`config.mk`:
```
export PLATFORM = sky130hd
export DESIGN_NAME = lvds_rx_frame_aligner
export DESIGN_NICKNAME = d
export VERILOG_FILES = /design/src/rtl/lvds_rx_pkg.sv /design/src/rtl/lvds_rx_sat_counter.sv /design/src/rtl/lvds_rx_frame_aligner.sv
export SDC_FILE = /design/constraint.sdc
export NUM_CORES = 1
export LEC_CHECK = 0
export CORE_ASPECT_RATIO = 0.7
export CORE_MARGIN = 5
export CORE_UTILIZATION = 45
export DETAILED_ROUTE_END_ITERATION = 6
export DONT_BUFFER_PORTS = 1
export PLACE_DENSITY_LB_ADDON = 0.3
export SYNTH_ARGS = -nofsm -noshare
export SYNTH_HDL_FRONTEND = slang
export SYNTH_SLANG_ARGS = --single-unit
```
`constraint.sdc`:
```
create_clock -name rx_clk_i -period 4.15 [get_ports rx_clk_i]
set_clock_uncertainty 0.1 [all_clocks]
set_input_delay 0.2075 -clock rx_clk_i [delete_from_list [all_inputs] [get_ports rx_clk_i]]
set_output_delay 0.2075 -clock rx_clk_i [all_outputs]
set_load 0.03 [all_outputs]
```
`src/rtl/lvds_rx_pkg.sv`:
```
// Shared definitions for the LVDS receive word aligner: lane geometry,
// the default frame-lane pattern and the aligner state encoding.
package lvds_rx_pkg;

  localparam int LVDS_DESER_FACTOR = 6;
  localparam int LVDS_RX_LANES     = 9;

  localparam logic [LVDS_DESER_FACTOR-1:0] LVDS_FRAME_PATTERN_DEFAULT = 6'b111000;

  localparam logic [2:0] ST_IDLE   = 3'd0;
  localparam logic [2:0] ST_CHECK  = 3'd1;
  localparam logic [2:0] ST_SLIP   = 3'd2;
  localparam logic [2:0] ST_WAIT   = 3'd3;
  localparam logic [2:0] ST_LOCKED = 3'd4;
  localparam logic [2:0] ST_FAIL   = 3'd5;

  typedef enum logic [2:0] {
    S_IDLE   = ST_IDLE,
    S_CHECK  = ST_CHECK,
    S_SLIP   = ST_SLIP,
    S_WAIT   = ST_WAIT,
    S_LOCKED = ST_LOCKED,
    S_FAIL   = ST_FAIL
  } lvds_rx_state_e;

  // Extract one deserialized lane; lane i occupies bits [6i+5:6i].
  function automatic logic [LVDS_DESER_FACTOR-1:0] lane_word(
    input logic [LVDS_DESER_FACTOR*LVDS_RX_LANES-1:0] word,
    input int                                         lane
  );
    return word[lane*LVDS_DESER_FACTOR +: LVDS_DESER_FACTOR];
  endfunction

endpackage

```
`src/rtl/lvds_rx_sat_counter.sv`:
```
// Saturating up-counter with synchronous clear (clear wins over increment).
module lvds_rx_sat_counter #(
  parameter int WIDTH = 8
) (
  input  logic             clk_i,
  input  logic             rst_i,
  input  logic             clr_i,
  input  logic             inc_i,
  output logic [WIDTH-1:0] count_o
);

  logic [WIDTH-1:0] cnt_q, cnt_d;

  always_comb begin
    cnt_d = cnt_q;
    if (clr_i) begin
      cnt_d = '0;
    end else if (inc_i && (cnt_q != {WIDTH{1'b1}})) begin
      cnt_d = cnt_q + WIDTH'(1);
    end
  end

  always_ff @(posedge clk_i or posedge rst_i) begin
    if (rst_i) cnt_q <= '0;
    else       cnt_q <= cnt_d;
  end

  assign count_o = cnt_q;

endmodule

```
`src/rtl/lvds_rx_frame_aligner.sv`:
```
// Bit-slip word aligner for a 9-lane 6x LVDS receiver (8 data + frame lane).
// Define LVDS_RX_ALIGN_STATS_EN to build the locked-state frame error counter.
module lvds_rx_frame_aligner
  import lvds_rx_pkg::*;
#(
  parameter logic [5:0] FRAME_PATTERN = LVDS_FRAME_PATTERN_DEFAULT,
  parameter int         FCLK_LANE     = 8,
  parameter int         LOCK_COUNT    = 64,
  parameter int         ALIGN_PULSE   = 2,
  parameter int         SLIP_WAIT     = 4,
  parameter int         MAX_SLIPS     = 12,
  parameter int         UNLOCK_MISSES = 4
) (
  input  logic        rx_clk_i,
  input  logic        reset_i,
  input  logic        rx_locked_i,
  input  logic [53:0] rx_data_i,
  output logic        rx_data_align_o,
  output logic        aligned_o,
  output logic        align_error_o,
  output logic [3:0]  slip_count_o,
  output logic [47:0] data_out_o,
  output logic        data_valid_o,
  output logic [15:0] frame_err_count_o
);

  localparam int WORD_W  = LVDS_DESER_FACTOR * LVDS_RX_LANES;
  localparam int DATA_W  = WORD_W - LVDS_DESER_FACTOR;
  localparam int MATCH_W = $clog2(LOCK_COUNT + 1);
  localparam int MISS_W  = $clog2(UNLOCK_MISSES + 1);
  localparam int TMR_MAX = (ALIGN_PULSE > SLIP_WAIT) ? ALIGN_PULSE : SLIP_WAIT;
  localparam int TMR_W   = $clog2(TMR_MAX + 1);

  logic [1:0]         lock_sync_q;
  logic               locked_s;
  logic [WORD_W-1:0]  data_in_q;
  logic [DATA_W-1:0]  data_strip;
  logic [DATA_W-1:0]  data_out_q;
  lvds_rx_state_e     state_q, state_d;
  logic [3:0]         slip_q, slip_d;
  logic [TMR_W-1:0]   tmr_q, tmr_d;
  logic               align_q, aligned_q, err_q;
  logic               frame_match;
  logic [MATCH_W-1:0] match_cnt;
  logic [MISS_W-1:0]  miss_cnt;

  assign locked_s    = lock_sync_q[1];
  assign frame_match = (lane_word(data_in_q, FCLK_LANE) == FRAME_PATTERN);

  // Drop the frame lane and close the gap so data lanes keep their order.
  genvar gi;
  generate
    for (gi = 0; gi < LVDS_RX_LANES; gi++) begin : g_lane
      if (gi < FCLK_LANE) begin : g_below
        assign data_strip[gi*LVDS_DESER_FACTOR +: LVDS_DESER_FACTOR] =
          data_in_q[gi*LVDS_DESER_FACTOR +: LVDS_DESER_FACTOR];
      end else if (gi > FCLK_LANE) begin : g_above
        assign data_strip[(gi-1)*LVDS_DESER_FACTOR +: LVDS_DESER_FACTOR] =
          data_in_q[gi*LVDS_DESER_FACTOR +: LVDS_DESER_FACTOR];
      end
    end
  endgenerate

  lvds_rx_sat_counter #(.WIDTH(MATCH_W)) u_match_cnt (
    .clk_i   (rx_clk_i),
    .rst_i   (reset_i),
    .clr_i   ((state_q != S_CHECK) || !frame_match),
    .inc_i   ((state_q == S_CHECK) && frame_match),
    .count_o (match_cnt)
  );

  lvds_rx_sat_counter #(.WIDTH(MISS_W)) u_miss_cnt (
    .clk_i   (rx_clk_i),
    .rst_i   (reset_i),
    .clr_i   ((state_q != S_LOCKED) || frame_match),
    .inc_i   ((state_q == S_LOCKED) && !frame_match),
    .count_o (miss_cnt)
  );

`ifdef LVDS_RX_ALIGN_STATS_EN
  lvds_rx_sat_counter #(.WIDTH(16)) u_frame_err_cnt (
    .clk_i   (rx_clk_i),
    .rst_i   (reset_i),
    .clr_i   (state_d == S_IDLE),
    .inc_i   ((state_q == S_LOCKED) && !frame_match),
    .count_o (frame_err_count_o)
  );
`else
  assign frame_err_count_o = '0;
`endif

  always_comb begin
    state_d = state_q;
    if (!locked_s) begin
      state_d = S_IDLE;
    end else begin
      case (state_q)
        S_IDLE: state_d = S_CHECK;
        S_CHECK: begin
          if (frame_match) begin
            if (match_cnt == MATCH_W'(LOCK_COUNT - 1)) state_d = S_LOCKED;
          end else if (slip_q == 4'(MAX_SLIPS)) begin
            state_d = S_FAIL;
          end else begin
            state_d = S_SLIP;
          end
        end
        S_SLIP:   if (tmr_q == TMR_W'(ALIGN_PULSE - 1)) state_d = S_WAIT;
        S_WAIT:   if (tmr_q == TMR_W'(SLIP_WAIT - 1)) state_d = S_CHECK;
        S_LOCKED: begin
          if (!frame_match && (miss_cnt == MISS_W'(UNLOCK_MISSES - 1))) state_d = S_CHECK;
        end
        S_FAIL:   state_d = S_FAIL;
        default:  state_d = S_IDLE;
      endcase
    end
  end

  always_comb begin
    slip_d = slip_q;
    if (state_d == S_IDLE) begin
      slip_d = '0;
    end else if ((state_d == S_SLIP) && (state_q != S_SLIP) && (slip_q != 4'hF)) begin
      slip_d = slip_q + 4'd1;
    end
  end

  // One timer serves both the slip pulse and the settle window.
  always_comb begin
    tmr_d = '0;
    if ((state_d == state_q) && ((state_q == S_SLIP) || (state_q == S_WAIT))) begin
      tmr_d = tmr_q + TMR_W'(1);
    end
  end

  // Status outputs follow the next state so they change with it, glitch-free.
  always_ff @(posedge rx_clk_i or posedge reset_i) begin
    if (reset_i) begin
      lock_sync_q <= '0;
      data_in_q   <= '0;
      data_out_q  <= '0;
      state_q     <= S_IDLE;
      slip_q      <= '0;
      tmr_q       <= '0;
      align_q     <= 1'b0;
      aligned_q   <= 1'b0;
      err_q       <= 1'b0;
    end else begin
      lock_sync_q <= {lock_sync_q[0], rx_locked_i};
      data_in_q   <= rx_data_i;
      data_out_q  <= data_strip;
      state_q     <= state_d;
      slip_q      <= slip_d;
      tmr_q       <= tmr_d;
      align_q     <= (state_d == S_SLIP);
      aligned_q   <= (state_d == S_LOCKED);
      err_q       <= (state_d == S_FAIL);
    end
  end

  assign rx_data_align_o = align_q;
  assign aligned_o       = aligned_q;
  assign data_valid_o    = aligned_q;
  assign align_error_o   = err_q;
  assign slip_count_o    = slip_q;
  assign data_out_o      = data_out_q;

endmodule

```
* Yosys cells after proc, flatten, opt, wreduce, memory -nomap -nowiden
Cells that the tools add are included.
Operators by class: equal/unequal tests 21, muxes and demuxes 15, reductions and logical operators 17, add/subtract/negate cells 4
Operators with widths (count):
- 2-to-1 mux 3 bit | 10
- one-hot mux 3 bit (6 select lines) | 1
- == test 3 x 2 -> 1 bit (second input constant) | 5
- 2-to-1 mux 7 bit | 2
- == test 3 bit (second input constant) | 4
- logical AND 1 bit | 8
- 2-to-1 mux 4 bit | 2
- adder 7 x 1 -> 7 bit (second input constant) | 1
- == test 7 x 6 -> 1 bit (second input constant) | 1
- inequality test 7 bit (second input constant) | 1
- adder 3 x 1 -> 3 bit (second input constant) | 2
- == test 3 x 1 -> 1 bit (second input constant) | 2
- == test 6 bit (second input constant) | 1
- zero test 3 bit | 2
- inequality test 3 bit (second input constant) | 2
- nonzero test 2 bit | 3
- adder 4 x 1 -> 4 bit (second input constant) | 1
- == test 4 bit (second input constant) | 1
- inequality test 4 bit (second input constant) | 1
- == test 3 bit | 1
- logical OR 1 bit | 3
- inequality test 3 x 1 -> 1 bit (second input constant) | 1
- inequality test 3 x 2 -> 1 bit (second input constant) | 1
- zero test 1 bit | 1
Word-level totals: flip-flop bits (word level) 127, bits of input ports 57

* Longest topological paths before layout
depth after elaboration 11, gate-level depth with buffers 8, depth with buffers taken out 8

* Modules after synthesis
From an unflattened synthesis, not the netlist that was laid out.
Unflattened totals: cells, all modules 268, area total of the unflattened synthesis 4186.5 µm²
By module, submodules not included:
- lvds_rx_frame_aligner | instances 1, cells an instance 214, area each 3598.5 µm²
- lvds_rx_sat_counter (u_match_cnt) | instances 1, cells an instance 38, area each 400.4 µm²
- lvds_rx_sat_counter (u_miss_cnt) | instances 1, cells an instance 16, area each 187.7 µm²

* Least setup slack after synthesis
OpenSTA, ideal clock, no wires.
kind register to register, from register data_in_q[49], to register slip_q[1], in the netlist slip_count_o[1], path buffers 1, setup slack 1.987 ns, data arrival time 1.938 ns, cell stages (with the launch flop) 8, library setup time 0.125 ns, required time 3.925 ns, period minus slack after synthesis 2.163 ns, cell sequence dfrtp_1 -> or4b_1 -> buf_2 -> nor4_4 -> o21a_4 -> o21a_4 -> nand2_4 -> mux2_4
Between the ends: word-level cells in the longest chain between the ends 10, elaborated cells on any way between the ends 13
RTL lines:
- start, declared | line lvds_rx_frame_aligner.sv:36 | logic [WORD_W-1:0] data_in_q;
- start signal, assigned | line lvds_rx_frame_aligner.sv:150 | data_in_q <= rx_data_i;
- == test 6 bit (*) | line lvds_rx_frame_aligner.sv:48 | assign frame_match = (lane_word(data_in_q, FCLK_LANE) == FRAME_PATTERN);
- zero test 1 bit | line lvds_rx_frame_aligner.sv:111 | if (!frame_match && (miss_cnt == MISS_W'(UNLOCK_MISSES - 1))) state_d = S_CHECK;
- logical AND 1 bit | line lvds_rx_frame_aligner.sv:111
- 2-to-1 mux 3 bit | line lvds_rx_frame_aligner.sv:111
- one-hot mux 3 bit (6 select lines) (*) | line lvds_rx_frame_aligner.sv:97 | case (state_q)
- 2-to-1 mux 3 bit (*) | line lvds_rx_frame_aligner.sv:94 | if (!locked_s) begin
- == test 3 x 2 -> 1 bit | line lvds_rx_frame_aligner.sv:123 | end else if ((state_d == S_SLIP) && (state_q != S_SLIP) && (slip_q != 4'hF)) begin
- logical AND 1 bit (2 in a row) | line lvds_rx_frame_aligner.sv:123
- nonzero test 2 bit (no source line)
- end signal, assigned | line lvds_rx_frame_aligner.sv:153 | slip_q <= slip_d;
- end, declared | line lvds_rx_frame_aligner.sv:40 | logic [3:0] slip_q, slip_d;
Every way passes the cells marked *; elsewhere a longest branch is shown, timed or not. A chain may end at the register's enable or synchronous reset.

* Worst setup path in the final report
Same ends and word-level chain as after synthesis.

==> flow_metrics.tcl <==
set metrics [dict create \
    worstPathArrival_ns 2.50 \
    core_area_um2 8550 \
    drtIter0Drc 139 \
    num_vias 2094 \
    wl_mm 7.41 \
    syn-cell-area_um2 3990 \
    wl_per_cell_um 16.5 \
    hp-class "reg2reg" \
    maxCapViolCount 0 \
    grt_pass1_wl_mm 12.0 \
    grt_usage 0.154 \
    cts_buffers 17 \
    fillers 636 \
    pwr-share-comb 0.042 \
    die_area_um2 10900 \
    seq_area_um2 3180 \
    grt_max_degree 91 \
    synth_top_area_cell "dfrtp_1" \
    rsz0062_at_grt "false" \
    synth_edf_count 0 \
    seq_area_frac_synth 0.796 \
    cellPowerDensity_nw_per_um2 587 \
    synth_seq_cells 127 \
    place_congestion 0.788 \
    synth_ff_type "dfrtp_1" \
    first_global_vias 2212 \
    async_flop_share 1.00 \
    cts_tree "built" \
    p_leak_nw 2.41 \
    slew_headroom 0.281 \
    ir_drop_mv 0.406 \
    syn_avg_cell_area_um2 16.4 \
    start_util 0.467 \
    clkLatencyLatePin_ns 0.41 \
    yosys_warnings 0 \
    fmax_mhz 432 \
    die_y_um 88.8 \
    startpoint_type "flip-flop" \
    multiInputGateArea_um2 709 \
    syn_inst 244 \
    drt-pass1-iter-count 4 \
    post-route-min-period_ns 2.32 \
    pwr-share-seq 0.446 \
    dp_hpwl_mm 4.43 \
    pwr-share-clk 0.512 \
    die_width_um 123 \
    end_kind "flip-flop" \
    utilization 0.617 \
    p_int_mw 2.39 \
    path_max_fanout 6 \
    outcome "completed" \
    postCtsSetupBuffers 0 \
    cts_buffer_depth 2 \
    yosysUniqueCellTypes 37 \
    portBuffers 0 \
    num_rows 28 \
    hold_viol 0 \
    setup_viol 0 \
    timing.final.crit_share 0.558 \
    clk_pin_slew_worst_paths_ns 0.06 \
    cts_max_level 4 \
    worstMarginPinSlew_ns 1.08 \
    fin_tns_setup_ns 0 \
    switchingPower_mw 0.706 \
    nNetsFinal 383 \
    antenna_found_initial 0 \
    drive_gt1_frac 0.122 \
    ioPinCount 129 \
    criticalPathCategory "reg2reg" \
    slew_violations 0 \
    grt_overflow_total 0 \
    routed_via_density 4.66 \
    postRouteAntennaNets 0 \
    syn_to_final_growth_pct 32.1 \
    cts_root_buf "clkbuf_16" \
    switching_share 0.228 \
    required_ns 4.33 \
    post-route-drc-count 0 \
    netlist_top_cells_area "dfrtp_1 80%, buf_4 3.2%, ha_1 2.8%" \
    synth_top_area_frac 0.796 \
    cts_sinks 127 \
    antenna_cells 0 \
]
-- critical path, stage by stage (launching register included) --
cell and delay (ns):
dfrtp_1 0.35, or4b_1 0.66, o21ai_0 0.29, a31o_2 0.26, o21a_4 0.17, nand2_4 0.06, mux2_4 0.31
-- cells in the mapped netlist, drive strengths merged (2+ instances only) --
cell type	number
and3	3
nor2b	4
ha	9
a21oi	5
mux2i	5
nand3	5
o21ai	4
buf	18
nor2	13
nand2b	2
a211oi	4
xor2	2
nor4	2
nand4	2
nor3	2
nand2	13
o211ai	2
inv	7
o21a	3
dfrtp	127
-- layout make-up --
type                    instances  area share
clock inverters                12      0.0347
multi-input cells             107       0.135
well taps                     120      0.0285
flip-flops and latches        127       0.603
repair buffers                 57       0.108
clock buffers                  19      0.0859
inverters                       7     0.00546
-- metal layers --
metal  up-vias  track usage  share of wire
met1      1044        0.180           0.39
met4         0       0.0813          0.015
met3        13       0.0933           0.12
li1        927            -              -
met5         -            0              0
met2       110        0.223           0.47
-- flip-flops by register name (all words and copies together), names as in the netlist --
signal               flops
slip_count_o             4
data_out_o              48
u_miss_cnt.count_o       3
align_error_o            1
tmr_q                    3
rx_data_align_o          1
state_q                  3
aligned_o                1
lock_sync_q              2
u_match_cnt.count_o      7
data_in_q               54
-- placed cells by master (no fill, tap or decap), types with 2 or more instances in the layout --
| cell | n |
|---|---|
| nand2_1 | 12 |
| ha_1 | 9 |
| nor2_1 | 13 |
| nand4_1 | 2 |
| mux2i_1 | 5 |
| dfrtp_1 | 127 |
| inv_1 | 6 |
| a21oi_1 | 5 |
| clkinvlp_4 | 3 |
| clkbuf_8 | 2 |
| o21ai_0 | 4 |
| conb_1 | 16 |
| and3_1 | 3 |
| xor2_1 | 2 |
| nor2b_1 | 4 |
| a211oi_1 | 4 |
| o211ai_1 | 2 |
| nand2b_1 | 2 |
| dlygate4sd3_1 | 56 |
| nand3_1 | 5 |
| bufinv_16 | 4 |
| inv_6 | 3 |
| o21a_4 | 2 |
| clkbuf_16 | 17 |
-- timing repair --
action,in CTS,in global routing
hold buffers,56,0
hold endpoints to repair,144,0
resized for setup,0,0
-- power by group through the flow --
stage / logic, mW / registers (mW) / clock network (mW)
global placement: 0.0857 / 1.40 / 0
global route: 0.145 / 1.39 / 1.67
CTS: 0.130 / 1.38 / 1.60
floorplan: 0.0854 / 1.39 / 0
finish: 0.131 / 1.38 / 1.58
detailed placement: 0.0876 / 1.40 / 0
-- metrics by stage --
stage / cell area, um2 / hold WS (ns) / instances / total power, mW / worst slack (ns)
CTS: 5270 / 0.236 / 449 / 3.11 / 1.86
finish: 5270 / 0.245 / 449 / 3.09 / 1.83
global placement: 4070 / 0.139 / 362 / 1.49 / 1.93
detailed placement: 4070 / 0.139 / 362 / 1.49 / 1.87
global route: 5270 / 0.240 / 449 / 3.21 / 1.76
floorplan: 4050 / 0.139 / 259 / 1.48 / 0.458
-- path summary, 6_finish.rpt --
kind                                from              end  slack [ns]  cells after the start
hold reg to reg             data_in_q[5]    data_out_o[5]        0.24                      0
setup reg to reg           data_in_q[49]  slip_count_o[1]        1.83                      6
max in group asynchronous        reset_i    data_in_q[53]        2.44                      3
min in group asynchronous        reset_i   data_out_o[40]        0.44                      2
hold / removal              data_in_q[5]    data_out_o[5]        0.24                      0
setup / recovery           data_in_q[49]  slip_count_o[1]        1.83                      6
-- logic make-up (layout without fill, tap and decap cells) --
group	after synthesis	in the layout	synth area share
AOI/OAI and AO/OA	21	21	0.0379
xor gates and xnor gates	3	3	0.00659
adders and majority gates	9	9	0.0282
buffers and inverters	25	95	0.0398
DFF	127	127	0.796
muxes	6	6	0.0163
other	1	16	0.000940
and+or+nand+nor	52	52	0.0737
Note: power is estimated with default switching activity, not from simulation.
